[src/rtl/sprite_draw_scheduler.sv]
// Time-shares the VGA pixel-write port among N sprite drawers: per frame, erase each active sprite at its last
// drawn position, then redraw it at the position snapshotted on the tick. Optional macro: SCHED_INACTIVE_ERASE_EN.
module sprite_draw_scheduler #(
  parameter int          N_SPRITES    = 8,
  parameter logic [2:0]  ERASE_COLOUR = 3'b000,
  parameter int          TIMEOUT      = 255
) (
  input  logic                     CLOCK_50,
  input  logic                     reset,
  input  logic                     frame_tick,
  input  logic [N_SPRITES-1:0]     active,
  input  logic [8*N_SPRITES-1:0]   base_x_in,
  input  logic [7*N_SPRITES-1:0]   base_y_in,
  input  logic [3*N_SPRITES-1:0]   sprite_colour,
  input  logic [N_SPRITES-1:0]     draw_done,
  input  logic [8*N_SPRITES-1:0]   pix_x_in,
  input  logic [7*N_SPRITES-1:0]   pix_y_in,
  output logic [N_SPRITES-1:0]     start,
  output logic [7:0]               base_x,
  output logic [6:0]               base_y,
  output logic [7:0]               x,
  output logic [6:0]               y,
  output logic [2:0]               colour,
  output logic                     plot,
  output logic                     busy,
  output logic                     frame_overrun,
  output logic                     timeout_err,
  output logic [2:0]               dbg_state_o
);

  localparam int         IW = $clog2(N_SPRITES + 1);
  localparam logic [7:0] TO = 8'(TIMEOUT);

  typedef enum logic [2:0] {
    S_IDLE        = 3'd0,
    S_SCAN        = 3'd1,
    S_START_ERASE = 3'd2,
    S_ERASE       = 3'd3,
    S_START_DRAW  = 3'd4,
    S_DRAW        = 3'd5,
    S_NEXT        = 3'd6
  } state_t;

  state_t          state_q, state_d;
  logic [IW-1:0]   idx_q, idx_d;
  logic [7:0]      cnt_q, cnt_d;

  logic [N_SPRITES-1:0] snap_active_q;
  logic [7:0]           snap_x_q [N_SPRITES];
  logic [6:0]           snap_y_q [N_SPRITES];
  logic [N_SPRITES-1:0] prev_valid_q;
  logic [7:0]           prev_x_q [N_SPRITES];
  logic [6:0]           prev_y_q [N_SPRITES];
  logic                 overrun_q;
  logic                 timeout_q;

  logic                 capture;
  logic                 set_prev;
  logic                 clr_prev;
  logic                 ovr_set;
  logic                 to_set;

  // Per-index view of the currently selected sprite; all zero when idx_q == N_SPRITES.
  logic       cur_active, cur_prev_valid, cur_done;
  logic [7:0] cur_snap_x, cur_prev_x, cur_pix_x;
  logic [6:0] cur_snap_y, cur_prev_y, cur_pix_y;
  logic [2:0] cur_colour;

  always_comb begin
    cur_active     = 1'b0;
    cur_prev_valid = 1'b0;
    cur_done       = 1'b0;
    cur_snap_x     = '0;
    cur_snap_y     = '0;
    cur_prev_x     = '0;
    cur_prev_y     = '0;
    cur_pix_x      = '0;
    cur_pix_y      = '0;
    cur_colour     = '0;
    for (int i = 0; i < N_SPRITES; i++) begin
      if (idx_q == IW'(i)) begin
        cur_active     = snap_active_q[i];
        cur_prev_valid = prev_valid_q[i];
        cur_done       = draw_done[i];
        cur_snap_x     = snap_x_q[i];
        cur_snap_y     = snap_y_q[i];
        cur_prev_x     = prev_x_q[i];
        cur_prev_y     = prev_y_q[i];
        cur_pix_x      = pix_x_in[8*i +: 8];
        cur_pix_y      = pix_y_in[7*i +: 7];
        cur_colour     = sprite_colour[3*i +: 3];
      end
    end
  end

  always_comb begin
    state_d  = state_q;
    idx_d    = idx_q;
    cnt_d    = cnt_q;
    start    = '0;
    base_x   = '0;
    base_y   = '0;
    x        = '0;
    y        = '0;
    colour   = '0;
    plot     = 1'b0;
    capture  = 1'b0;
    set_prev = 1'b0;
    clr_prev = 1'b0;
    to_set   = 1'b0;
    ovr_set  = frame_tick && (state_q != S_IDLE);

    case (state_q)
      S_IDLE: begin
        if (frame_tick) begin
          capture = 1'b1;
          idx_d   = '0;
          state_d = S_SCAN;
        end
      end

      S_SCAN: begin
        if (idx_q == IW'(N_SPRITES)) begin
          state_d = S_IDLE;
        end else if (!cur_active) begin
`ifdef SCHED_INACTIVE_ERASE_EN
          if (cur_prev_valid) state_d = S_START_ERASE;
          else                idx_d   = idx_q + 1'b1;
`else
          idx_d = idx_q + 1'b1;
`endif
        end else if (cur_prev_valid) begin
          state_d = S_START_ERASE;
        end else begin
          state_d = S_START_DRAW;
        end
      end

      S_START_ERASE: begin
        for (int i = 0; i < N_SPRITES; i++) start[i] = (idx_q == IW'(i));
        base_x  = cur_prev_x;
        base_y  = cur_prev_y;
        cnt_d   = '0;
        state_d = S_ERASE;
      end

      S_ERASE: begin
        base_x = cur_prev_x;
        base_y = cur_prev_y;
        if (cur_done) begin
`ifdef SCHED_INACTIVE_ERASE_EN
          if (!cur_active) begin
            clr_prev = 1'b1;
            state_d  = S_NEXT;
          end else begin
            state_d  = S_START_DRAW;
          end
`else
          state_d = S_START_DRAW;
`endif
        end else begin
          plot   = 1'b1;
          x      = cur_pix_x;
          y      = cur_pix_y;
          colour = ERASE_COLOUR;
          if (cnt_q == TO) begin
            to_set  = 1'b1;
            state_d = S_NEXT;
          end else begin
            cnt_d = cnt_q + 8'd1;
          end
        end
      end

      S_START_DRAW: begin
        for (int i = 0; i < N_SPRITES; i++) start[i] = (idx_q == IW'(i));
        base_x  = cur_snap_x;
        base_y  = cur_snap_y;
        cnt_d   = '0;
        state_d = S_DRAW;
      end

      S_DRAW: begin
        base_x = cur_snap_x;
        base_y = cur_snap_y;
        if (cur_done) begin
          set_prev = 1'b1;
          state_d  = S_NEXT;
        end else begin
          plot   = 1'b1;
          x      = cur_pix_x;
          y      = cur_pix_y;
          colour = cur_colour;
          if (cnt_q == TO) begin
            to_set  = 1'b1;
            state_d = S_NEXT;
          end else begin
            cnt_d = cnt_q + 8'd1;
          end
        end
      end

      S_NEXT: begin
        idx_d   = idx_q + 1'b1;
        state_d = S_SCAN;
      end

      default: state_d = S_IDLE;
    endcase
  end

  always_ff @(posedge CLOCK_50) begin
    if (reset) begin
      state_q       <= S_IDLE;
      idx_q         <= '0;
      cnt_q         <= '0;
      snap_active_q <= '0;
      prev_valid_q  <= '0;
      overrun_q     <= 1'b0;
      timeout_q     <= 1'b0;
      for (int i = 0; i < N_SPRITES; i++) begin
        snap_x_q[i] <= '0;
        snap_y_q[i] <= '0;
        prev_x_q[i] <= '0;
        prev_y_q[i] <= '0;
      end
    end else begin
      state_q <= state_d;
      idx_q   <= idx_d;
      cnt_q   <= cnt_d;
      if (capture) begin
        snap_active_q <= active;
        for (int i = 0; i < N_SPRITES; i++) begin
          snap_x_q[i] <= base_x_in[8*i +: 8];
          snap_y_q[i] <= base_y_in[7*i +: 7];
        end
      end
      // A completed draw becomes the position to erase next frame.
      for (int i = 0; i < N_SPRITES; i++) begin
        if (idx_q == IW'(i)) begin
          if (set_prev) begin
            prev_x_q[i]     <= snap_x_q[i];
            prev_y_q[i]     <= snap_y_q[i];
            prev_valid_q[i] <= 1'b1;
          end
          if (clr_prev) prev_valid_q[i] <= 1'b0;
        end
      end
      if (ovr_set) overrun_q <= 1'b1;
      if (to_set)  timeout_q <= 1'b1;
    end
  end

  assign busy          = (state_q != S_IDLE);
  assign frame_overrun = overrun_q;
  assign timeout_err   = timeout_q;
  assign dbg_state_o   = state_q;

endmodule

[config.mk]
export PLATFORM = sky130hd
export DESIGN_NAME = sprite_draw_scheduler
export DESIGN_NICKNAME = d
export VERILOG_FILES = /design/src/rtl/sprite_draw_scheduler.sv
export SDC_FILE = /design/constraint.sdc
export NUM_CORES = 1
export LEC_CHECK = 0
export CORE_AREA = 2 2 168 137
export DETAILED_ROUTE_END_ITERATION = 10
export DIE_AREA = 0 0 170 139
export DONT_BUFFER_PORTS = 1
export GPL_TIMING_DRIVEN = 0
export HOLD_SLACK_MARGIN = 0.02
export PLACE_DENSITY = 0.79
export SYNTH_ARGS = -nofsm -noshare
export SYNTH_HDL_FRONTEND = slang
export SYNTH_SLANG_ARGS = --single-unit
[constraint.sdc]
create_clock -name CLOCK_50 -period 4.14 [get_ports CLOCK_50]
set_input_delay 0.828 -clock CLOCK_50 [delete_from_list [all_inputs] [get_ports CLOCK_50]]
set_output_delay 0.828 -clock CLOCK_50 [all_outputs]
set_load 0.1 [all_outputs]
==> metrics.cfg <==
[pwr]
p_int_mw=5.49
power_leakage_nw=6.00
pwr-share-clk_pct=31.7
power.density_nw_per_um2=509
vdd_drop_max_mv=0.322
power.share.combinational_pct=25.1
p_switching_mw=2.74
p_sw_share_pct=33.3
seqPwrFrac_pct=43.1

[finish]
postLayoutCoreUtil_pct=73.3
fin_area_sq_um=16200
finalNetCount=1618
final_cell_mix=240 x edfxtp_1, 123 x and2_1, 83 x a21oi_1, 79 x nand2_1, 71 x and3_1
drive_gt1_share_pct=17.4
fin_cells=1634
nFillCells=1499
area_growth_pct=16.4
final_common_cell=edfxtp_1

[critical_path]
rr_worst_depth=6
slowest_delay_ps=1050
path_cells=clkbuf_8, xor2_1, nand2_1, clkbuf_1, nor2_2
crit_fanout=10
cp_data_required_time_ps=3310
start_kind=flip-flop
end_kind=primary output
critPathKind=flip-flop to primary output
cp.arrival_ps=3370
cpMaxStageDelayCell=nor2_2

[sta]
skew_ps=10.7
rsz0062_at_grt=yes
hold_violations=0
finalCriticalPeriod_ps=4200
slew_viol_final=0
worst_pin_slew_ps=1150
timing.final.ws_setup_ps=-59.6
fmax_ghz=0.238
slew_headroom_pct=23.3
setup_tns_ps=-181
finalCritPeriodShare_pct=101
finalSetupViolCount=7

[global_routing]
track_usage_pct=40.0
grt_pass1_wl_mm=69.1
grt_max_degree=50
antenna_found_initial=5
grt-ovfl-total=0
grt_pass1_vias=11000

[floorplan]
io_pins=331
die_h_um=139
initial_core_util_pct=63.0
rows=49
fp.dieW_um=170
die_area_sq_um=23600
core_area_sq_um=22100

[clock_tree]
cts.sink_count=273
cts_tree=done
htreeDepth=1
clock_path_buffers=3
clk_latency_ps=560
clkTransAtPathRegs_ps=70
cts_buffers=27
clockRootBuffer=clkbuf_16

[run_status]
failed_checks=setup timing
outcome=finished with violations

[routing]
viasPerCell=7.28
dr.pass1.iters=6
ant_nets=0
dr_total_vias=11900
first_iter_violations=1882
drt_wl_total_mm=48.3
routedWlPerCell_um=29.5
drcViolationCount=0

[synthesis]
ys_warn_count=0
synthArstFlopShare_pct=0
synth_edf_count=240
synthesis.area_sq_um=13900
synth.avg_cell_area_sq_um=10.8
synth_cells=1284
synth_ff_type=edfxtp_1
syn_nets=1572
synth-seq-cells=273
synth-seq-area-share_pct=56.6
synth_cell_type_count=71

[run]
cap_violations=0

[place]
placed_area_sq_um=14700
port_buffers=0
dp_slack_ps=-399
hpwl_mm=35.6
place.gp.congestion=1.01
placed_cells=1574

[min_path]
hold_class=primary input to flip-flop
holdPathStages=2

==> cells by family after synthesis <==
logic type | Yosys count | synth area share, %
simple gates | 473 | 19.0
xor+xnor | 5 | 0.315
compound gates | 395 | 19.5
fa+ha+maj | 5 | 0.450
flops | 273 | 56.6
mux | 1 | 0.0810
buf+inv | 132 | 3.98
==> routing by layer <==
layer / global-route usage [%] / wire length (um)
met2: 58.4 / 20800
met3: 12.7 / 7280
met5: 0 / 13
met1: 53.7 / 17100
met4: 21.0 / 3070
==> metrics by stage <==
step           hold WS [ps]  power [mW]
6_report                386        8.23
5_1_grt                 406        8.40
4_1_cts                 391        8.04
3_5_place_dp            446        5.37
3_3_place_gp            431        5.30
2_1_floorplan           421        4.71
==> critical path, delay by kind of cell, from the launching register on <==
| family | cells | cell delay (ps) |
|---|---|---|
| buffers and inverters | 2 | 690 |
| AND/OR/NAND/NOR | 2 | 1180 |
| flip-flops | 1 | 560 |
| XOR/XNOR | 1 | 380 |
==> Yosys cell counts (10+ instances only) <==
library cell	instances	area [sq um]
clkbuf_1	64	240
dfxtp_1	33	661
o211ai_1	18	135
o221ai_1	34	298
and3_1	71	444
a221oi_1	26	228
o22ai_1	32	200
nor3_1	18	90.1
inv_1	19	71.3
nor2_1	51	191
and2_1	123	769
edfxtp_1	240	7210
a22oi_1	10	75.1
o21ai_0	82	410
a22o_1	17	149
a221o_1	27	270
nand3_1	17	85.1
nor2b_1	65	407
a21oi_1	92	460
nand2_1	81	304
nand2b_1	11	68.8
buf_2	31	155
==> path summary, 6_finish.rpt <==
kind                 endpoint       startpoint  slack [ps]
min          snap_active_q[6]        active[6]         390
min reg2reg   prev_valid_q[0]  prev_valid_q[0]         460
max reg2reg    snap_y_q[1][1]   dbg_state_o[0]         300
max                  start[1]   dbg_state_o[1]         -60
==> registers in the layout, summed over array words and instances (netlist names) <==
register / flops
prev_x_q: 64
snap_x_q: 64
prev_y_q: 56
snap_y_q: 56
cnt_q: 8
prev_valid_q: 8
snap_active_q: 8
idx_q: 4
dbg_state_o: 3
frame_overrun: 1
timeout_err: 1
==> layout make-up <==
class | instances | area, sq um | area share, %
Sequential cell | 273 | 7890 | 48.7
Timing Repair inverter | 1 | 5.00 | 0.0309
Clock buffer | 30 | 687 | 4.24
Timing Repair Buffer | 16 | 209 | 1.29
Clock inverter | 20 | 255 | 1.58
Multi-Input combinational cell | 879 | 5980 | 37.0
Buffer | 112 | 712 | 4.40
Tap cell | 280 | 350 | 2.16
Antenna cell | 3 | 7.51 | 0.0464
Inverter | 20 | 87.6 | 0.541
==> power groups by stage <==
stage	Combinational [mW]	Sequential (mW)	Clock (mW)
global placement	1.71	3.59	0
CTS	1.91	3.53	2.60
detailed placement	1.78	3.59	0
floorplan	1.21	3.50	0
global route	2.14	3.56	2.70
finish	2.07	3.55	2.61
==> what timing repair did <==
action,in CTS,in global routing
hold endpoints to repair,0,0
resized for setup,124,63
pin swaps,17,22
buffers inserted,4,2
cloned,0,1
hold buffers,0,0
endpoints found under the setup margin,41,34
No activity file was read; power rests on OpenSTA's default activity.
